**src/rtl/data_mem_access_unit_pkg.sv**
```systemverilog
`default_nettype none
// ============================================================================
//  Module      : mem_access_pkg
//  Description : Access sizes and FSM state encoding for data_mem_access_unit.
//  Revision    : 1.0 - initial release
// ============================================================================
package mem_access_pkg;

    typedef enum logic [1:0] {
        MEM_B    = 2'b00,
        MEM_H    = 2'b01,
        MEM_W    = 2'b10,
        MEM_RSVD = 2'b11
    } mem_size_t;

    typedef enum logic [3:0] {
        ST_IDLE   = 4'b0001,
        ST_ACCESS = 4'b0010,
        ST_WAIT   = 4'b0100,
        ST_RESP   = 4'b1000
    } state_t;

    // Reserved size behaves as a word, so it shares the word alignment rule.
    function automatic logic is_misaligned(input mem_size_t size, input logic [1:0] lane);
        logic r;
        case (size)
            MEM_B:   r = 1'b0;
            MEM_H:   r = lane[0];
            default: r = |lane;
        endcase
        return r;
    endfunction

endpackage
`default_nettype wire

```
**src/rtl/data_mem_access_unit_if.sv**
```systemverilog
`default_nettype none
// ============================================================================
//  Module      : data_mem_access_unit_if
//  Description : Core request/response handshake plus data SRAM port.
//  Revision    : 1.0 - initial release
// ============================================================================
interface data_mem_access_unit_if;

    logic        req_valid;
    logic        req_ready;
    logic        req_wr;
    logic [1:0]  req_size;
    logic        req_unsigned;
    logic [31:0] req_addr;
    logic [31:0] req_wdata;

    logic        resp_valid;
    logic        resp_ready;
    logic [31:0] resp_rdata;
    logic        resp_adel;
    logic        resp_ades;
    logic [31:0] resp_badvaddr;

    logic        data_sram_en;
    logic [3:0]  data_sram_wen;
    logic [31:0] data_sram_addr;
    logic [31:0] data_sram_wdata;
    logic [31:0] data_sram_rdata;

    // master: core plus SRAM environment; slave: the access unit
    modport master (
        output req_valid, req_wr, req_size, req_unsigned, req_addr, req_wdata,
        output resp_ready, data_sram_rdata,
        input  req_ready, resp_valid, resp_rdata, resp_adel, resp_ades, resp_badvaddr,
        input  data_sram_en, data_sram_wen, data_sram_addr, data_sram_wdata
    );

    modport slave (
        input  req_valid, req_wr, req_size, req_unsigned, req_addr, req_wdata,
        input  resp_ready, data_sram_rdata,
        output req_ready, resp_valid, resp_rdata, resp_adel, resp_ades, resp_badvaddr,
        output data_sram_en, data_sram_wen, data_sram_addr, data_sram_wdata
    );

endinterface
`default_nettype wire

```
**src/rtl/data_mem_access_unit_load_align.sv**
```systemverilog
`default_nettype none
// ============================================================================
//  Module      : load_align
//  Description : Selects the addressed byte/half of a loaded word and extends it.
//  Revision    : 1.0 - initial release
// ============================================================================
module load_align
    import mem_access_pkg::*;
(
    input  logic [31:0] rdata,
    input  logic [1:0]  addr,
    input  mem_size_t   size,
    input  logic        is_unsigned,
    output logic [31:0] data
);

    logic [7:0]  w_byte;
    logic [15:0] w_half;

    always_comb begin
        case (addr)
            2'd0:    w_byte = rdata[7:0];
            2'd1:    w_byte = rdata[15:8];
            2'd2:    w_byte = rdata[23:16];
            default: w_byte = rdata[31:24];
        endcase
        w_half = addr[1] ? rdata[31:16] : rdata[15:0];
    end

    always_comb begin
        case (size)
            MEM_B:   data = is_unsigned ? {24'd0, w_byte} : {{24{w_byte[7]}}, w_byte};
            MEM_H:   data = is_unsigned ? {16'd0, w_half} : {{16{w_half[15]}}, w_half};
            default: data = rdata;
        endcase
    end

endmodule
`default_nettype wire

```
**src/rtl/data_mem_access_unit.sv**
```systemverilog
`default_nettype none
// ============================================================================
//  Module      : data_mem_access_unit
//  Description : One-at-a-time load/store unit between the core and data SRAM.
//  Revision    : 1.0 - initial release
// ============================================================================
module data_mem_access_unit
    import mem_access_pkg::*;
#(
    parameter int RD_LATENCY = 1
) (
    input  logic                   clk,
    input  logic                   reset,
    data_mem_access_unit_if.slave  bus
);

    localparam int         C_LAT       = (RD_LATENCY < 1) ? 1 : ((RD_LATENCY > 3) ? 3 : RD_LATENCY);
    localparam logic [1:0] C_WAIT_INIT = 2'(C_LAT - 1);

    state_t      r_state;
    logic [1:0]  r_cnt;
    logic        r_wr;
    logic        r_uns;
    mem_size_t   r_size;
    logic [1:0]  r_lane;

    logic        r_req_ready;
    logic        r_resp_valid;
    logic [31:0] r_resp_rdata;
    logic        r_adel;
    logic        r_ades;
    logic [31:0] r_badvaddr;

    logic        r_sram_en;
    logic [3:0]  r_sram_wen;
    logic [31:0] r_sram_addr;
    logic [31:0] r_sram_wdata;

    mem_size_t   w_size;
    logic [1:0]  w_lane;
    logic        w_misaligned;
    logic [3:0]  w_store_wen;
    logic [31:0] w_store_wdata;
    logic [31:0] w_load_data;

    assign w_size       = mem_size_t'(bus.req_size);
    assign w_lane       = bus.req_addr[1:0];
    assign w_misaligned = is_misaligned(w_size, w_lane);

    // Store data is replicated across lanes so the SRAM only needs byte enables.
    always_comb begin
        w_store_wen   = 4'b1111;
        w_store_wdata = bus.req_wdata;
        case (w_size)
            MEM_B: begin
                w_store_wen   = 4'b0001 << w_lane;
                w_store_wdata = {4{bus.req_wdata[7:0]}};
            end
            MEM_H: begin
                w_store_wen   = w_lane[1] ? 4'b1100 : 4'b0011;
                w_store_wdata = {2{bus.req_wdata[15:0]}};
            end
            default: begin
                w_store_wen   = 4'b1111;
                w_store_wdata = bus.req_wdata;
            end
        endcase
    end

    load_align u_load_align (
        .rdata       (bus.data_sram_rdata),
        .addr        (r_lane),
        .size        (r_size),
        .is_unsigned (r_uns),
        .data        (w_load_data)
    );

    always_ff @(posedge clk) begin
        if (reset) begin
            r_state      <= ST_IDLE;
            r_cnt        <= 2'd0;
            r_wr         <= 1'b0;
            r_uns        <= 1'b0;
            r_size       <= MEM_B;
            r_lane       <= 2'd0;
            r_req_ready  <= 1'b1;
            r_resp_valid <= 1'b0;
            r_resp_rdata <= 32'd0;
            r_adel       <= 1'b0;
            r_ades       <= 1'b0;
            r_badvaddr   <= 32'd0;
            r_sram_en    <= 1'b0;
            r_sram_wen   <= 4'd0;
            r_sram_addr  <= 32'd0;
            r_sram_wdata <= 32'd0;
        end else begin
            case (r_state)
                ST_IDLE: begin
                    if (bus.req_valid) begin
                        r_wr         <= bus.req_wr;
                        r_uns        <= bus.req_unsigned;
                        r_size       <= w_size;
                        r_lane       <= w_lane;
                        r_req_ready  <= 1'b0;
                        r_sram_addr  <= {bus.req_addr[31:2], 2'b00};
                        r_sram_wdata <= w_store_wdata;
                        if (w_misaligned) begin
                            r_state      <= ST_RESP;
                            r_resp_valid <= 1'b1;
                            r_resp_rdata <= 32'd0;
                            r_adel       <= ~bus.req_wr;
                            r_ades       <= bus.req_wr;
                            r_badvaddr   <= bus.req_addr;
                        end else begin
                            r_state    <= ST_ACCESS;
                            r_sram_en  <= 1'b1;
                            r_sram_wen <= bus.req_wr ? w_store_wen : 4'd0;
                        end
                    end
                end
                ST_ACCESS: begin
                    r_sram_en  <= 1'b0;
                    r_sram_wen <= 4'd0;
                    if (r_wr) begin
                        r_state      <= ST_RESP;
                        r_resp_valid <= 1'b1;
                        r_resp_rdata <= 32'd0;
                    end else begin
                        r_state <= ST_WAIT;
                        r_cnt   <= C_WAIT_INIT;
                    end
                end
                ST_WAIT: begin
                    // SRAM data is valid during the final wait cycle only.
                    if (r_cnt == 2'd0) begin
                        r_state      <= ST_RESP;
                        r_resp_valid <= 1'b1;
                        r_resp_rdata <= w_load_data;
                    end else begin
                        r_cnt <= r_cnt - 2'd1;
                    end
                end
                ST_RESP: begin
                    if (bus.resp_ready) begin
                        r_state      <= ST_IDLE;
                        r_req_ready  <= 1'b1;
                        r_resp_valid <= 1'b0;
                        r_resp_rdata <= 32'd0;
                        r_adel       <= 1'b0;
                        r_ades       <= 1'b0;
                        r_badvaddr   <= 32'd0;
                    end
                end
                default: begin
                    r_state      <= ST_IDLE;
                    r_req_ready  <= 1'b1;
                    r_resp_valid <= 1'b0;
                    r_sram_en    <= 1'b0;
                    r_sram_wen   <= 4'd0;
                end
            endcase
        end
    end

    assign bus.req_ready       = r_req_ready;
    assign bus.resp_valid      = r_resp_valid;
    assign bus.resp_rdata      = r_resp_rdata;
    assign bus.resp_adel       = r_adel;
    assign bus.resp_ades       = r_ades;
    assign bus.resp_badvaddr   = r_badvaddr;
    // Gating by reset keeps a stray access from hitting the SRAM in a reset cycle.
    assign bus.data_sram_en    = r_sram_en & ~reset;
    assign bus.data_sram_wen   = r_sram_wen & {4{~reset}};
    assign bus.data_sram_addr  = r_sram_addr;
    assign bus.data_sram_wdata = r_sram_wdata;

endmodule
`default_nettype wire
```
**src/flat_wrapper.sv**
```systemverilog
// flat-port wrapper written by rule: the top's interface ports become plain ports
module data_mem_access_unit_flat import mem_access_pkg::*;
#(
    parameter int RD_LATENCY = 1
)
  (clk, reset, bus_req_valid, bus_req_wr, bus_req_size, bus_req_unsigned, bus_req_addr, bus_req_wdata, bus_resp_ready, bus_data_sram_rdata, bus_req_ready, bus_resp_valid, bus_resp_rdata, bus_resp_adel, bus_resp_ades, bus_resp_badvaddr, bus_data_sram_en, bus_data_sram_wen, bus_data_sram_addr, bus_data_sram_wdata);
  data_mem_access_unit_if bus_i ();
  input  logic clk;
  input  logic reset;
  input wire logic [$bits(bus_i.req_valid)-1:0] bus_req_valid;
  input wire logic [$bits(bus_i.req_wr)-1:0] bus_req_wr;
  input wire logic [$bits(bus_i.req_size)-1:0] bus_req_size;
  input wire logic [$bits(bus_i.req_unsigned)-1:0] bus_req_unsigned;
  input wire logic [$bits(bus_i.req_addr)-1:0] bus_req_addr;
  input wire logic [$bits(bus_i.req_wdata)-1:0] bus_req_wdata;
  input wire logic [$bits(bus_i.resp_ready)-1:0] bus_resp_ready;
  input wire logic [$bits(bus_i.data_sram_rdata)-1:0] bus_data_sram_rdata;
  output wire logic [$bits(bus_i.req_ready)-1:0] bus_req_ready;
  output wire logic [$bits(bus_i.resp_valid)-1:0] bus_resp_valid;
  output wire logic [$bits(bus_i.resp_rdata)-1:0] bus_resp_rdata;
  output wire logic [$bits(bus_i.resp_adel)-1:0] bus_resp_adel;
  output wire logic [$bits(bus_i.resp_ades)-1:0] bus_resp_ades;
  output wire logic [$bits(bus_i.resp_badvaddr)-1:0] bus_resp_badvaddr;
  output wire logic [$bits(bus_i.data_sram_en)-1:0] bus_data_sram_en;
  output wire logic [$bits(bus_i.data_sram_wen)-1:0] bus_data_sram_wen;
  output wire logic [$bits(bus_i.data_sram_addr)-1:0] bus_data_sram_addr;
  output wire logic [$bits(bus_i.data_sram_wdata)-1:0] bus_data_sram_wdata;
  assign bus_i.req_valid = bus_req_valid;
  assign bus_i.req_wr = bus_req_wr;
  assign bus_i.req_size = bus_req_size;
  assign bus_i.req_unsigned = bus_req_unsigned;
  assign bus_i.req_addr = bus_req_addr;
  assign bus_i.req_wdata = bus_req_wdata;
  assign bus_i.resp_ready = bus_resp_ready;
  assign bus_i.data_sram_rdata = bus_data_sram_rdata;
  assign bus_req_ready = bus_i.req_ready;
  assign bus_resp_valid = bus_i.resp_valid;
  assign bus_resp_rdata = bus_i.resp_rdata;
  assign bus_resp_adel = bus_i.resp_adel;
  assign bus_resp_ades = bus_i.resp_ades;
  assign bus_resp_badvaddr = bus_i.resp_badvaddr;
  assign bus_data_sram_en = bus_i.data_sram_en;
  assign bus_data_sram_wen = bus_i.data_sram_wen;
  assign bus_data_sram_addr = bus_i.data_sram_addr;
  assign bus_data_sram_wdata = bus_i.data_sram_wdata;
  data_mem_access_unit #(.RD_LATENCY(RD_LATENCY)) u_core (.clk(clk), .reset(reset), .bus(bus_i));
endmodule
```
**config.mk**
```make
export PLATFORM = sky130hd
export DESIGN_NAME = data_mem_access_unit_flat
export DESIGN_NICKNAME = d
export VERILOG_FILES = /design/src/rtl/data_mem_access_unit_pkg.sv /design/src/rtl/data_mem_access_unit_if.sv /design/src/rtl/data_mem_access_unit_load_align.sv /design/src/rtl/data_mem_access_unit.sv /design/src/flat_wrapper.sv
export SDC_FILE = /design/constraint.sdc
export NUM_CORES = 1
export LEC_CHECK = 0
export BUFFER_PORTS_ARGS = -buffer_cell sky130_fd_sc_hd__buf_2
export CORE_ASPECT_RATIO = 1.75
export CORE_MARGIN = 5
export CORE_UTILIZATION = 55
export CTS_BUF_LIST = sky130_fd_sc_hd__clkbuf_4
export DETAILED_ROUTE_END_ITERATION = 10
export GPL_ROUTABILITY_DRIVEN = 1
export PLACE_DENSITY = 0.86
export SLEW_MARGIN = 20
export SYNTH_ARGS = -nofsm -noshare
export SYNTH_HDL_FRONTEND = slang
export SYNTH_SLANG_ARGS = --single-unit
```
**constraint.sdc**
```tcl
create_clock -name clk -period 4.4 [get_ports clk]
set_clock_uncertainty 0.1 [all_clocks]
set_input_delay 0.66 -clock clk [delete_from_list [all_inputs] [get_ports clk]]
set_output_delay 0.66 -clock clk [all_outputs]
set_load 0.02 [all_outputs]
```
== Word level (Yosys, flattened, before mapping) ==
Index checks and enable logic that the tools add are counted.
Storage, ports and cells
  register bits after elaboration: 147
  bits of input ports: 104
  output and inout bits: 137
  logic and storage cells: 107
Cells by class
  add/sub/neg operators: 1
  equal/unequal tests: 16
  shifts and indexed selects: 1
  mux-type cells: 49
  bitwise operators: 6
  reductions and logical operators: 18
Operator list (number)
  $mux W32: 9
  $pmux W32 S2: 3
  $pmux W32 S4: 1
  $mux W4: 9
  $pmux W8 S3: 1
  $mux W16: 1
  $pmux W4 S2: 2
  $pmux W4 S4: 1
  $mux W1: 13
  $reduce_and A3 Y1: 4
  $ne A2 B2 Y1 const B: 5
  $logic_not A2 Y1: 4
  $pmux W1 S2: 4
  $eq A2 B1 Y1 const B: 3
  $ne A2 B1 Y1 const B: 3
  $reduce_and A6 Y1: 1
  $reduce_or A2 Y1: 3
  $reduce_and A5 Y1: 1
  $and A4 B4 Y4: 1
  $eq A4 B1 Y1 const B: 1
  $eq A4 B2 Y1 const B: 1
  $eq A4 B3 Y1 const B: 1
  $eq A4 B4 Y1 const B: 1
  $mux W2: 2
  12 further kinds: 16

== Longest topological paths before layout ==
  depth after elaboration: 6
  mapped depth: 8
  depth with buffers taken out: 6

== Modules after synthesis ==
Synthesis repeated with hierarchy kept, for this count alone.
Unflattened totals
  cell total of the unflattened synthesis: 765
  area, all modules: 6757.7 µm²
Modules (own cells, without submodules)
  data_mem_access_unit: instances 1, cells an instance 650, area an instance 5911.9 µm², seq. area each 2942.8 µm²
  load_align: instances 1, cells an instance 115, area an instance 845.8 µm², seq. area each 0.0 µm²

== Worst setup path before layout ==
OpenSTA, ideal clock, no wires.
  kind: register to register
  from: register u_core.r_state[3]
  to: register u_core.r_resp_rdata[22], in the netlist u_core.bus.resp_rdata[22]
  setup time: 0.068 ns
  arrival time: 2.049 ns
  data required time: 4.232 ns
  slack: 2.183 ns
  cell stages (with the launch flop): 8
  buffers on the path: 3
  period minus slack after synthesis: 2.217 ns
  cells stage by stage: dfxtp_1 > buf_6 > or4b_4 > or3b_4 > or3_1 > buf_6 > buf_12 > o2bb2ai_2
On the way
  word-level cells in the longest chain between the ends: 3
  elaborated cells on any way between the ends: 12
  those cells by class: 9 x eq/ne; 1 x mux; 2 x reduce/logical
RTL lines
  from (decl): line data_mem_access_unit.sv:20  | state_t r_state;
  from (signal assigned): line data_mem_access_unit.sv:80  | r_state <= ST_IDLE;
  from (signal assigned): line data_mem_access_unit.sv:108  | r_state <= ST_RESP;
  from (signal assigned): line data_mem_access_unit.sv:115  | r_state <= ST_ACCESS;
  $eq A4 B2 Y1, or another cell as far along: line data_mem_access_unit.sv:97  | case (r_state)
  $ne A2 B1 Y1 (no line), or another cell as far along
  $reduce_and A6 Y1 (no line)
  to (signal assigned): line data_mem_access_unit.sv:138  | r_resp_rdata <= w_load_data;
  to (decl): line data_mem_access_unit.sv:29  | logic [31:0] r_resp_rdata;
Parallel ways exist; a longest one is shown, timed or not.
A chain may end at the register's enable or synchronous reset.

== Final worst setup path ==
  from: register u_core.r_state[0]
  to: register u_core.r_sram_wdata[11], in the netlist u_core.bus.data_sram_wdata[11]
On the way
  word-level cells in the longest chain between the ends: 2
RTL lines
  $eq A4 B1 Y1: line data_mem_access_unit.sv:97
  $reduce_and A2 Y1 (no line)
  to (signal assigned): line data_mem_access_unit.sv:106  | r_sram_wdata <= w_store_wdata;
  to (decl): line data_mem_access_unit.sv:37  | logic [31:0] r_sram_wdata;
No other way between the ends.

==> qor.csv <==
metric,value,unit
synth_edf_count,0,
cts_tree,yes,
power_density,531,mW/mm^2
cp-start-kind,flip-flop,
start_util,0.562,
drive_gt1_frac,0.312,
antenna_found_initial,1,
grt_max_degree,70,
first_iter_violations,308,
cts_root_buf,clkbuf_4,
fp-row-count,52,
cts.sinks,147,
grt_util_met3,0.0753,
slowest_delay,0.70,ns
path_clk_slew,0.15,ns
tightest_slew,1.07,ns
grt_pass1_vias,6138,
synth-seq-cells,147,
die_x,92.2,microns
hold_viol,0,
wl,18600,microns
die_area,0.0142,sq mm
cts.repair.resized,0,
syn-cell-area,0.00651,sq mm
cts_buffers,17,
fp.dieH,154,microns
worst-path-max-fanout,36,
cp_slowest_cell,and2_2,
cts_hold_buffers,0,
synthTopCellsByArea,"dfxtp_1 45%, nand2_1 9.6%, mux2i_1 9.5%",
cts_max_path_buffers,2,
finalCriticalPeriod,2.84,ns
grt_pass1_wl,29400,microns
io_pins,241,
htreeDepth,4,
hold_class,primary input to flip-flop,
gp_congestion,0.920,
period_share,0.645,
cp_cell_sequence,nor4b_1 -> and2_2 -> buf_4 -> nor2_1 -> a311oi_1,
track_usage,0.258,
outcome,finished clean,
final.setup.tns,0,ns
yosysTopAreaCell,dfxtp_1,
synth_top_cell_area_share,0.452,
drt_first_pass_iters,5,
leakagePower,3.85,nW
grtUsageMet2,0.477,
synth_cell_types,53,
place_inst,1075,
yosysWarnings,0,
drt-wirelength-per-cell,16.8,microns
core_area,0.0116,sq mm
clkLatencyLatePin,0.52,ns
rsz0062_at_grt,false,
ant_nets,0,
finalSetupViolCount,0,
seq_area_frac_synth,0.452,
worst-path-buf-inv,1,
async_reset_ff_frac,0,
path_delay_family,simple AND/OR/NAND/NOR gates,
synth-main-ff-cell,dfxtp_1,
grt_overflow,0,
crit_arrival,3.17,ns
grt_use_met1,0.249,
syn_area_per_cell,8.62,sq um
crit_type,flip-flop to flip-flop,
syn_to_final_growth,23.1,%
endpoint_kind,flip-flop,
dp_hpwl,14000,microns
stdcell_count,1108,
vias,6196,
dp_slack,1.57,ns
gr-max-usage-layer,met2,
fin_nets,1064,
fmax,0.352,GHz
io_buffers,238,
cap_violations,0,
cts_setup_buffers,0,
drc,0,
utilization,0.692,
required,4.73,ns
slew_headroom,0.281,
avgViaCountPerCell,5.59,
ir_worst_vdd,0.344,mV
synthCells,755,
timing.final.ws_setup,1.56,ns
final_max_slew_viol_count,0,
==> state kept, by name (all words and copies together) (netlist names) <==
name                        flops
u_core.bus.data_sram_wdata     32
u_core.bus.resp_adel            1
u_core.r_lane                   2
u_core.r_wr                     1
u_core.bus.data_sram_addr      30
u_core.bus.resp_badvaddr       32
u_core.r_uns                    1
u_core.r_sram_en                1
u_core.r_cnt                    2
u_core.bus.resp_rdata          32
u_core.r_state                  4
u_core.bus.resp_valid           1
u_core.bus.resp_ades            1
u_core.bus.req_ready            1
u_core.r_sram_wen               4
u_core.r_size                   2
==> area by class of cell <==
class	count	area (sq um)
diodes	1	2.50
clock buffers	17	128
clock inverters	15	205
fillers	971	3570
inverters	13	48.8
multi-input cells	532	3250
flip-flops and latches	147	2940
well taps	135	169
repair buffers	248	1270
==> cells in the final DEF, fill, tap and decap left out, types with 8 or more instances in the layout <==
master and n:
o2bb2ai_1 13, nand2_1 165, o2bb2ai_2 9, a21oi_1 76, nor2b_1 8, nor2_1 28
a311oi_1 8, nand2b_1 46, o21ai_0 27, buf_2 237, mux2i_1 62, clkbuf_4 17
inv_1 13, a211oi_1 8, dfxtp_1 147, buf_4 11
==> cell usage after synthesis, drive strengths merged, types with 2 or more instances <==
cell type and n:
o221ai 3, buf 22, and2 2, or3b 3
a311oi 8, nor2 29, nor3b 6, o21bai 2
o2bb2ai 23, nand4b 2, nand3 3, o21a 2
o22ai 5, nor4b 3, mux2 2, and3 7
nand2b 46, o211ai 3, nor2b 8, nand2 166
a21oi 76, a221o 6, clkbuf 42, mux2i 62
or3 7, a211oi 8, xor2 2, dfxtp 147
inv 13, nor3 5, o21ai 28
==> per-stage QoR <==
stage / hold WS, ns / total power [mW] / area (sq um)
finish: 0.261 / 4.25 / 8010
global route: 0.198 / 4.50 / 8010
CTS: 0.209 / 4.28 / 8000
detailed placement: 0.344 / 3.32 / 7670
global placement: 0.339 / 3.28 / 7670
floorplan: 0.337 / 2.82 / 6510
==> cell families (layout without fill, tap and decap cells) <==
family / Yosys count / after routing / share of synthesized area
AO/OA/AOI/OAI: 172 / 172 / 0.180
XOR/XNOR: 3 / 3 / 0.00404
adder cells (fa/ha/maj): 1 / 1 / 0.00192
buffers and inverters: 77 / 293 / 0.0523
flip-flops: 147 / 147 / 0.452
multiplexers: 65 / 65 / 0.102
other: 1 / 3 / 0.000576
AND/OR/NAND/NOR: 289 / 289 / 0.207
==> worst register-to-register path: stages, from the launching register on <==
cell and delay [ns]:
dfxtp_1 0.61, nor4b_1 0.58, and2_2 0.70, buf_4 0.43, nor2_1 0.09, a311oi_1 0.25
==> worst paths after layout <==
check	from	endpoint	slack [ns]	depth (start not counted)
max	u_core.r_state[0]	u_core.bus.data_sram_wdata[11]	1.56	5
min	bus_req_addr[19]	u_core.bus.data_sram_addr[19]	0.26	3
max reg2reg	u_core.r_state[0]	u_core.bus.data_sram_wdata[11]	1.56	5
min reg2reg	u_core.bus.data_sram_addr[5]	u_core.bus.data_sram_addr[5]	0.36	2
==> metal layers <==
layer / vias up / share of wire
met5: - / 0
met4: 0 / 0.058
met3: 70 / 0.069
met2: 254 / 0.53
met1: 2864 / 0.35
li1: 3008 / -
==> power breakdown <==
group / switching, mW / internal [mW] / leakage [nW]
logic: 1.02 / 0.547 / 2.47
clock network: 0.543 / 0.423 / 0.180
registers: 0.154 / 1.56 / 1.20
total: 1.72 / 2.53 / 3.85
Power figures use the tool's default switching activity.
